<file path="src/rtl/addsub_pkg.sv">
// Opcode encoding and operand-conditioning helpers shared by the addsub_pipe datapath.
package addsub_pkg;

  localparam logic OP_SUB = 1'b0;
  localparam logic OP_ADD = 1'b1;

  // One bit of the conditioned b operand: inverted for subtract so a - b becomes a + ~b + 1.
  function automatic logic cond_b_bit(input logic b, input logic op);
    return b ^ (op == OP_SUB);
  endfunction

  // Carry into slice 0 supplies the +1 of the two's-complement subtract.
  function automatic logic carry_in(input logic op);
    return (op == OP_SUB);
  endfunction

endpackage

</file>
<file path="src/rtl/addsub_pipe_if.sv">
// Operand/result valid-ready bundle for addsub_pipe; ADDSUB_PIPE_FLAGS_EN adds carry/overflow flags.
interface addsub_pipe_if #(
  parameter int WIDTH = 36
);
  logic             in_valid;
  logic             in_ready;
  logic [WIDTH-1:0] in_a;
  logic [WIDTH-1:0] in_b;
  logic             in_op;
  logic             out_valid;
  logic             out_ready;
  logic [WIDTH-1:0] out_sum;
`ifdef ADDSUB_PIPE_FLAGS_EN
  logic             out_cout;
  logic             out_ovf;
`endif

  modport master (
    output in_valid, in_a, in_b, in_op, out_ready,
`ifdef ADDSUB_PIPE_FLAGS_EN
    input  out_cout, out_ovf,
`endif
    input  in_ready, out_valid, out_sum
  );

  modport slave (
    input  in_valid, in_a, in_b, in_op, out_ready,
`ifdef ADDSUB_PIPE_FLAGS_EN
    output out_cout, out_ovf,
`endif
    output in_ready, out_valid, out_sum
  );

endinterface

</file>
<file path="src/rtl/addsub_slice.sv">
// Combinational W-bit adder slice; also exposes the carry into its MSB for signed-overflow detection.
module addsub_slice #(
  parameter int W = 12
) (
  input  logic [W-1:0] a,
  input  logic [W-1:0] b,
  input  logic         cin,
  output logic [W-1:0] sum,
  output logic         cout,
  output logic         c_msb
);

  if (W < 2) begin : g_bad_width
    $error("addsub_slice: W (%0d) must be at least 2", W);
  end

  logic [W-1:0] low;
  logic [1:0]   top;

  // The MSB is added separately so the carry into it is visible for the overflow flag.
  always_comb begin
    low = {1'b0, a[W-2:0]} + {1'b0, b[W-2:0]} + W'(cin);
    top = {1'b0, a[W-1]} + {1'b0, b[W-1]} + {1'b0, low[W-1]};
  end

  assign sum   = {top[0], low[W-2:0]};
  assign cout  = top[1];
  assign c_msb = low[W-1];

endmodule

</file>
<file path="src/rtl/addsub_pipe.sv">
// Pipelined add/sub: one CHUNK-bit carry slice per stage, bubble-collapsing valid/ready.
// Define ADDSUB_PIPE_FLAGS_EN to add registered carry-out and signed-overflow outputs.
module addsub_pipe
  import addsub_pkg::*;
#(
  parameter int WIDTH = 36,
  parameter int CHUNK = 12
) (
  input logic          clk,
  input logic          rst_n,
  addsub_pipe_if.slave bus
);

  localparam int STAGES = WIDTH / CHUNK;
  localparam int OPS    = (STAGES > 1) ? STAGES - 1 : 1;

  if (WIDTH % CHUNK != 0) begin : g_bad_chunk
    $error("addsub_pipe: WIDTH (%0d) must be a multiple of CHUNK (%0d)", WIDTH, CHUNK);
  end

  logic [STAGES-1:0] valid_q, valid_d;
  logic [STAGES-1:0] ready, load;
  logic [WIDTH-1:0]  res_q [STAGES];
  logic [WIDTH-1:0]  res_d [STAGES];
  logic [WIDTH-1:0]  a_q   [OPS];
  logic [WIDTH-1:0]  a_d   [OPS];
  logic [WIDTH-1:0]  b_q   [OPS];
  logic [WIDTH-1:0]  b_d   [OPS];
  logic [OPS-1:0]    carry_q, carry_d;

  logic [WIDTH-1:0]  b_in;
  logic [WIDTH-1:0]  src_a   [STAGES];
  logic [WIDTH-1:0]  src_b   [STAGES];
  logic [WIDTH-1:0]  src_res [STAGES];
  logic [STAGES-1:0] src_v, src_c;
  logic [CHUNK-1:0]  sl_a    [STAGES];
  logic [CHUNK-1:0]  sl_b    [STAGES];
  wire  [CHUNK-1:0]  sl_sum  [STAGES];
  wire  [STAGES-1:0] sl_cout, sl_cmsb;

  // What each stage would load: stage 0 from the port, stage k from stage k-1's registers.
  always_comb begin
    // NOTE: every variable gets a default before any conditional or loop write, so no latch is inferred.
    b_in = '0;
    for (int i = 0; i < WIDTH; i++) b_in[i] = cond_b_bit(bus.in_b[i], bus.in_op);
    src_a[0]   = bus.in_a;
    src_b[0]   = b_in;
    src_res[0] = '0;
    src_v      = '0;
    src_c      = '0;
    src_v[0]   = bus.in_valid;
    src_c[0]   = carry_in(bus.in_op);
    for (int k = 1; k < STAGES; k++) begin
      src_a[k]   = a_q[k-1];
      src_b[k]   = b_q[k-1];
      src_res[k] = res_q[k-1];
      src_v[k]   = valid_q[k-1];
      src_c[k]   = carry_q[k-1];
    end
    for (int k = 0; k < STAGES; k++) begin
      sl_a[k] = src_a[k][k*CHUNK +: CHUNK];
      sl_b[k] = src_b[k][k*CHUNK +: CHUNK];
    end
  end

  for (genvar k = 0; k < STAGES; k++) begin : g_stage
    addsub_slice #(.W(CHUNK)) u_slice (
      .a    (sl_a[k]),
      .b    (sl_b[k]),
      .cin  (src_c[k]),
      .sum  (sl_sum[k]),
      .cout (sl_cout[k]),
      .c_msb(sl_cmsb[k])
    );
  end

  always_comb begin
    logic rdy;
    valid_d = valid_q;
    load    = '0;
    ready   = '0;
    carry_d = carry_q;
    // A stage can take a beat when it is empty or anything further down can move.
    rdy = bus.out_ready;
    for (int k = STAGES - 1; k >= 0; k--) begin
      rdy      = rdy || !valid_q[k];
      ready[k] = rdy;
    end
    for (int k = 0; k < STAGES; k++) begin
      load[k]  = ready[k] && src_v[k];
      res_d[k] = res_q[k];
      if (ready[k]) valid_d[k] = src_v[k];
      if (load[k]) begin
        res_d[k]                    = src_res[k];
        res_d[k][k*CHUNK +: CHUNK] = sl_sum[k];
      end
    end
    for (int k = 0; k < OPS; k++) begin
      a_d[k] = a_q[k];
      b_d[k] = b_q[k];
      if (k < STAGES - 1 && load[k]) begin
        a_d[k]     = src_a[k];
        b_d[k]     = src_b[k];
        carry_d[k] = sl_cout[k];
      end
    end
  end

  always_ff @(posedge clk or negedge rst_n) begin
    if (!rst_n) begin
      // NOTE: data registers are cleared too, so out_sum reads 0 out of reset rather than X.
      valid_q <= '0;
      carry_q <= '0;
      for (int k = 0; k < STAGES; k++) res_q[k] <= '0;
      for (int k = 0; k < OPS; k++) begin
        a_q[k] <= '0;
        b_q[k] <= '0;
      end
    end else begin
      // NOTE: non-blocking assignments keep every stage sampling the pre-edge value of its neighbour.
      valid_q <= valid_d;
      carry_q <= carry_d;
      for (int k = 0; k < STAGES; k++) res_q[k] <= res_d[k];
      for (int k = 0; k < OPS; k++) begin
        a_q[k] <= a_d[k];
        b_q[k] <= b_d[k];
      end
    end
  end

`ifdef ADDSUB_PIPE_FLAGS_EN
  logic cout_q, cout_d, ovf_q, ovf_d;

  // Flags come from the top slice and load together with the final result chunk.
  always_comb begin
    cout_d = cout_q;
    ovf_d  = ovf_q;
    if (load[STAGES-1]) begin
      cout_d = sl_cout[STAGES-1];
      ovf_d  = sl_cout[STAGES-1] ^ sl_cmsb[STAGES-1];
    end
  end

  always_ff @(posedge clk or negedge rst_n) begin
    if (!rst_n) begin
      cout_q <= 1'b0;
      ovf_q  <= 1'b0;
    end else begin
      cout_q <= cout_d;
      ovf_q  <= ovf_d;
    end
  end

  assign bus.out_cout = cout_q;
  assign bus.out_ovf  = ovf_q;
`endif

  logic unused_slice;
  assign unused_slice = ^{sl_cmsb, sl_cout[STAGES-1]};

  assign bus.in_ready  = ready[0];
  assign bus.out_valid = valid_q[STAGES-1];
  assign bus.out_sum   = res_q[STAGES-1];

endmodule
</file>
<file path="src/flat_wrapper.sv">
// flat-port wrapper written by rule: the top's interface ports become plain ports
module addsub_pipe_flat import addsub_pkg::*;
#(
  parameter int WIDTH = 36,
  parameter int CHUNK = 12
)
  (clk, rst_n, bus_in_valid, bus_in_a, bus_in_b, bus_in_op, bus_out_ready, bus_in_ready, bus_out_valid, bus_out_sum);
  addsub_pipe_if #(.WIDTH(WIDTH)) bus_i ();
  input logic clk;
  input logic rst_n;
  input wire logic [$bits(bus_i.in_valid)-1:0] bus_in_valid;
  input wire logic [$bits(bus_i.in_a)-1:0] bus_in_a;
  input wire logic [$bits(bus_i.in_b)-1:0] bus_in_b;
  input wire logic [$bits(bus_i.in_op)-1:0] bus_in_op;
  input wire logic [$bits(bus_i.out_ready)-1:0] bus_out_ready;
  output wire logic [$bits(bus_i.in_ready)-1:0] bus_in_ready;
  output wire logic [$bits(bus_i.out_valid)-1:0] bus_out_valid;
  output wire logic [$bits(bus_i.out_sum)-1:0] bus_out_sum;
  assign bus_i.in_valid = bus_in_valid;
  assign bus_i.in_a = bus_in_a;
  assign bus_i.in_b = bus_in_b;
  assign bus_i.in_op = bus_in_op;
  assign bus_i.out_ready = bus_out_ready;
  assign bus_in_ready = bus_i.in_ready;
  assign bus_out_valid = bus_i.out_valid;
  assign bus_out_sum = bus_i.out_sum;
  addsub_pipe #(.WIDTH(WIDTH), .CHUNK(CHUNK)) u_core (.clk(clk), .rst_n(rst_n), .bus(bus_i));
endmodule
</file>
<file path="config.mk">
export PLATFORM = sky130hd
export DESIGN_NAME = addsub_pipe_flat
export DESIGN_NICKNAME = d
export VERILOG_FILES = /design/src/rtl/addsub_pkg.sv /design/src/rtl/addsub_pipe_if.sv /design/src/rtl/addsub_slice.sv /design/src/rtl/addsub_pipe.sv /design/src/flat_wrapper.sv
export SDC_FILE = /design/constraint.sdc
export NUM_CORES = 1
export LEC_CHECK = 0
export CORE_UTILIZATION = 46
export DETAILED_ROUTE_END_ITERATION = 8
export HOLD_SLACK_MARGIN = 0.02
export PLACE_DENSITY = 0.72
export RECOVER_POWER = 100
export SYNTH_ARGS = -nofsm -noshare
export SYNTH_HDL_FRONTEND = slang
export SYNTH_SLANG_ARGS = --single-unit
</file>
<file path="constraint.sdc">
create_clock -name clk -period 2.4 [get_ports clk]
set_input_delay 0.48 -clock clk [delete_from_list [all_inputs] [get_ports clk]]
set_output_delay 0.48 -clock clk [all_outputs]
set_load 0.01 [all_outputs]
</file>
==> flow_metrics.tcl, run 1 <==
set metrics [dict create \
    crit_path_start_kind "primary input" \
    violations "capacitance limit, slew limit" \
    num_rows 46 \
    synth_xor_area_share_pct 5.70 \
    slowest_stage "dlygate4sd3_1" \
    synth_cell_types 58 \
    die_area_um2 17200 \
    core_um2 16100 \
    crit_path_max_incr_delay_ns 0.57 \
    maxCapViolCount 1 \
    final.setup_skew_ns 0.00927 \
    num_io_pins 115 \
    finalSetupViolations 0 \
    area_growth_pct 28.4 \
    relSlewSlack_pct -6.75 \
    portBuffers 114 \
    crit_end "bus_in_ready" \
    reg2reg_from "u_core.b_q[55]" \
    whs_ns 0.442 \
    vdd_drop_max_mv 0.657 \
    instances_no_fill 1162 \
    fin_setup_tns_ns 0 \
    grt_pass1_wl_um 27900 \
    synth_area_per_cell_um2 9.55 \
    ff2ff_path_depth 9 \
    dr.pass1.iters 6 \
    wl_um 16800 \
    fin_util_pct 61.2 \
    clockRootBuffer "clkbuf_16" \
    power_switching_share_pct 29.8 \
    dp_hpwl_um 12200 \
    routedWlPerCell_um 14.4 \
    synth_edf_count 0 \
    p_per_area_nw_per_um2 976 \
    crit_arrival_ns 1.87 \
    p_int_uw 6760 \
    synth-async-reset-ratio_pct 100 \
    p_seq_share_pct 37.7 \
    clock_latency_ns 0.42 \
    gp_congestion 0.867 \
    muxShareOfSynthArea_pct 3.80 \
    clock-sinks 149 \
    grt_pass1_vias 5744 \
    p_leak_uw 0.00470 \
    ant_nets 0 \
    path_cells "dlygate4sd3_1, nand4b_1, clkdlybuf4s50_1" \
    cp_max_fo 4 \
    critPathLaunch "bus_out_ready" \
    layout.nets 1046 \
    yosys_register_bits 149 \
    status "finished, violations left" \
    rrSetupSlack_ns 0.10 \
    synth_top_family_by_area "simple AND/OR/NAND/NOR gates" \
    hold_class "in2async" \
    syn_area_um2 7680 \
    synthFlopType "dfrtp_1" \
    yosysSeqAreaShare_pct 48.6 \
    dp.cells 1126 \
    drc_errors 0 \
    start_util_pct 47.7 \
    timing.critical_path.required_ns 1.92 \
    syn_inst 804 \
    antenna_found_initial 1 \
    finalHoldViolCount 0 \
    fmax_ghz 0.426 \
    fp.dieW_um 131 \
    syn_nets 918 \
    combPwrFrac_pct 30.8 \
    drive_gt1_share_pct 14.8 \
    tritoncts "built" \
    ctsLongestPathBuffers 2 \
    fin_area_um2 9860 \
    yosys.area_share.adder_pct 6.71 \
    cts_made_buffers 17 \
    vias_per_cell 5.05 \
    power_switching_uw 2870 \
    slew_viol_final 62 \
    cts_hold_buf 0 \
    place_area_um2 9170 \
    pwr-share-clk_pct 31.5 \
    yosys.area_share.simple_pct 17.5 \
    synth_compound_area_share_pct 11.3 \
    yosysWarnings 0 \
    cp-end-kind "primary output" \
    overflow 0 \
    grt_use_total_pct 20.4 \
    die_h_um 131 \
    vias 5864 \
    layout_min_cycle_time_ns 2.35 \
    htreeDepth 4 \
    worstReg2RegEnd "u_core.res_q[59]" \
    clkSlewWorstSetupHoldPaths_ns 0.06 \
    period_share_pct 97.8 \
    grt_max_degree 62 \
    worst_slew_pin_slew_ns 1.60 \
    critical_path_class "in2out" \
    drt_iter0_drc 363 \
]
-- cells in the mapped netlist, types with 10 or more instances --
library cell / count / area (um^2)
nand2_1: 254 / 953
dfrtp_1: 149 / 3730
o21ai_0: 48 / 240
buf_4: 39 / 293
ha_1: 30 / 375
xor2_1: 29 / 254
mux2_2: 25 / 282
xnor2_1: 21 / 184
a21oi_1: 20 / 100
buf_2: 18 / 90.1
inv_1: 15 / 56.3
nand3_1: 12 / 60.1
clkbuf_1: 11 / 41.3
o21a_1: 11 / 82.6
nor2_1: 10 / 37.5
-- critical path, delay by kind of cell --
| kind | cells | cell delay [ns] |
|---|---|---|
| buffers and inverters | 2 | 1.11 |
| and+or+nand+nor | 1 | 0.28 |
-- power by group through the flow --
stage | Clock (uW) | Sequential, uW | Combinational (uW)
after CTS | 3070 | 3650 | 3060
after floorplan | 0 | 3550 | 2130
after global placement | 0 | 3650 | 2940
after detailed placement | 0 | 3690 | 3000
final | 3030 | 3630 | 2960
after global routing | 3190 | 3730 | 3290
-- worst min path at each step --
| stage | start | to | cells past startpoint |
|---|---|---|---|
| finish | rst_n | u_core.bus.out_sum[30] | 1 |
| global route | u_core.b_q[66] | u_core.b_q[30] | 2 |
| CTS | rst_n | u_core.bus.out_sum[30] | 1 |
| detailed placement | u_core.b_q[66] | u_core.b_q[30] | 2 |
| global placement | u_core.b_q[60] | u_core.b_q[24] | 2 |
| floorplan | rst_n | u_core.a_q[24] | 0 |
-- metal layers --
metal  wire length, um  vias to the layer above  track usage (%)
met4               249                        0             7.06
met2              8040                      135             32.4
met1              7540                     2794             26.9
met3               937                       19             5.48
met5                 0                        -                0
li1                  -                     2916                -
-- kinds of logic after synthesis --
| logic type | after synthesis |
|---|---|
| buf+inv | 85 |
| xor+xnor | 50 |
| compound gates | 135 |
| flops | 149 |
| fa+ha+maj | 37 |
| simple gates | 322 |
| mux | 26 |
-- area by class of cell --
type                            instances  area (um^2)
Multi-Input combinational cell        570         3530
Tap cell                              216          270
Inverter                               15         56.3
Clock buffer                           19          453
Antenna cell                            1         2.50
Fill cell                            1361         6250
Timing Repair Buffer                  179         1600
Sequential cell                       149         3730
Clock inverter                         13          228
-- stage by stage --
step           total power (uW)  worst slack (ns)
4_1_cts                    9780            0.0234
3_5_place_dp               6690            -0.368
6_report                   9620            0.0537
5_1_grt                   10200          -0.00482
3_3_place_gp               6600            -0.345
2_1_floorplan              5690            -0.144
-- placed cells by master, fill, tap and decap left out, types with 4 or more instances in the layout --
master / n
nor2_1: 10
nand2_1: 253
fa_1: 4
xor2_1: 29
a21oi_2: 5
clkbuf_2: 4
clkbuf_16: 17
nand3b_1: 4
a21o_1: 7
clkbuf_1: 9
ha_1: 27
o31ai_1: 8
bufinv_16: 6
o21ai_1: 5
nor4_1: 4
dlygate4sd3_1: 27
clkdlybuf4s50_1: 82
nor2b_1: 4
inv_1: 15
a21oi_1: 16
nand2b_1: 7
nor3_1: 8
nand3_1: 12
o21a_1: 11
dfrtp_1: 149
xnor2_1: 20
o21ai_0: 50
mux2_2: 25
buf_4: 51
-- state kept, by name (all words and copies together), names as in the netlist --
signal,flops
u_core.res_q,36
u_core.carry_q,2
u_core.a_q,36
u_core.valid_q,3
u_core.b_q,36
u_core.bus.out_sum,36
-- what timing repair did --
action	CTS	global route
endpoints found under the setup margin	2	6
gates resized for setup	6	15
endpoints found under the hold margin	0	0
buffers inserted	0	3
pin swaps	1	13
(Power assumes the default switching activity.)
==> run 2, diff against run 1 <==
--- a/config.mk
+++ b/config.mk
@@ -5,10 +5,11 @@
 export SDC_FILE = /design/constraint.sdc
 export NUM_CORES = 1
 export LEC_CHECK = 0
-export CORE_UTILIZATION = 46
+export CORE_MARGIN = 4
+export CORE_UTILIZATION = 40
 export DETAILED_ROUTE_END_ITERATION = 8
 export HOLD_SLACK_MARGIN = 0.02
-export PLACE_DENSITY = 0.72
+export PLACE_DENSITY = 0.76
 export RECOVER_POWER = 100
 export SYNTH_ARGS = -nofsm -noshare
 export SYNTH_HDL_FRONTEND = slang
==> flow_metrics.tcl, run 2 (synthesis results as in run 1) <==
set metrics [dict create \
    ff2ff_path_depth 9 \
    dp_hpwl_um 12700 \
    cts_made_buffers 17 \
    num_io_pins 115 \
    critical_path_class "reg2reg" \
    layout_min_cycle_time_ns 2.32 \
    rsz0062_at_grt "true" \
    final.setup_skew_ns 0.0124 \
    final_common_cell "nand2_1" \
    diodes 0 \
    status "finished clean" \
    crit_arrival_ns 2.61 \
    antenna_found_initial 1 \
    finalHoldViolCount 0 \
    drc_errors 0 \
    clock_latency_ns 0.42 \
    cp-end-kind "register" \
    grt_use_total_pct 16.5 \
    num_rows 50 \
    clkSlewWorstSetupHoldPaths_ns 0.06 \
    vias_per_cell 4.98 \
    crit_path_max_incr_delay_ns 0.40 \
    start_util_pct 40.9 \
    core_um2 18800 \
    ant_nets 0 \
    clock-sinks 149 \
    grt_max_degree 56 \
    portBuffers 114 \
    grt_pass1_vias 5876 \
    htreeDepth 4 \
    relSlewSlack_pct 6.34 \
    cp_max_fo 3 \
    finalSetupViolations 0 \
    fin_util_pct 52.5 \
    layout.nets 1049 \
    fmax_ghz 0.431 \
    gp_congestion 0.823 \
    cp_num_cells 9 \
    vias 5889 \
    area_growth_pct 28.4 \
    drt_iter0_drc 242 \
    cts_hold_buf 0 \
    drive_gt1_share_pct 14.9 \
    period_share_pct 96.7 \
    timing.critical_path.required_ns 2.69 \
    routedWlPerCell_um 14.6 \
    maxCapViolCount 0 \
    die_area_um2 21500 \
    wl_um 17300 \
    tritoncts "built" \
    crit_path_start_kind "register" \
    place_area_um2 9200 \
    fp.dieW_um 147 \
    slew_viol_final 0 \
    slowest_stage "fa_1" \
    p_leak_uw 0.00469 \
    worst_slew_pin_slew_ns 1.40 \
    clockRootBuffer "clkbuf_16" \
    grt_pass1_wl_um 28600 \
    dr.pass1.iters 5 \
    p_per_area_nw_per_um2 955 \
    final_cell_mix "nand2_1, dfrtp_1, clkdlybuf4s50_1" \
    path_delay_family "adder cells" \
    cp_num_buf_inv 2 \
    die_h_um 147 \
    overflow 0 \
    hold_class "in2async" \
    path_cells "inv_1, fa_2, inv_1, fa_1, a211oi_1, o21bai_1, a21oi_2, nor4_1, or3_1" \
    crit_top_cell "inv_1" \
    vdd_drop_max_mv 0.388 \
    ctsLongestPathBuffers 2 \
    fin_area_um2 9860 \
]
run 2: changes by cell type in the layout (fill, tap and decap cells not counted), sizes merged:
| cell | delta |
|---|---|
| clkbuf | -3 |
| dlymetal6s2s | +3 |
| clkinv | -1 |
| buf | +8 |
| diode | -1 |
| clkdlybuf4s50 | +23 |
| bufinv | -3 |
| inv | +2 |
| dlygate4sd3 | -26 |
run 2: final timing paths:
| kind | start | endpoint | slack, ns |
|---|---|---|---|
| worst min register to register | u_core.res_q[73] | u_core.res_q[37] | 0.47 |
| max in group asynchronous | rst_n | u_core.b_q[53] | 0.44 |
| worst min-delay path | rst_n | u_core.b_q[29] | 0.40 |
| worst max register to register | u_core.carry_q[0] | u_core.res_q[58] | 0.08 |
| min in group clk | u_core.res_q[73] | u_core.res_q[37] | 0.47 |
| worst max-delay path | u_core.carry_q[0] | u_core.res_q[58] | 0.08 |
run 2: power breakdown:
part / leakage (uW) / internal (uW) / switching (uW) / total [uW]
Sequential: 0.00183 / 3240 / 413 / 3650
Combinational: 0.00257 / 1610 / 1470 / 3070
Clock: 0.000288 / 1670 / 1020 / 2690
run 2: through the flow:
step                setup slack (ns)  hold WS (ns)  TNS [ns]  std cells  power [uW]
floorplan                     -0.144         0.184    -0.244        804        5690
global route                 -0.0184         0.486   -0.0310       1182       10000
global placement              -0.357         0.447     -1.49       1146        6640
CTS                         0.000884        0.0419         0       1178        9480
finish                        0.0798         0.396         0       1182        9420
detailed placement            -0.457         0.453     -1.95       1146        6730
run 2: timing repair:
item,CTS,global route
endpoints found under the hold margin,0,0
buffers inserted,0,4
resized for setup,4,18
setup endpoints to repair,3,6
pin swaps,2,22
run 2: area by class of cell:
class,count,area [um^2]
Sequential cell,149,3730
Timing Repair Buffer,182,1650
Multi-Input combinational cell,570,3540
Fill cell,1723,8910
Clock inverter,11,150
Tap cell,234,293
Inverter,15,56.3
Clock buffer,21,450
run 2: routing by layer:
layer / track usage (%) / routed length (um)
met5: 0 / 20
met4: 5.93 / 232
met3: 3.23 / 621
met2: 27.6 / 8530
met1: 21.3 / 7890
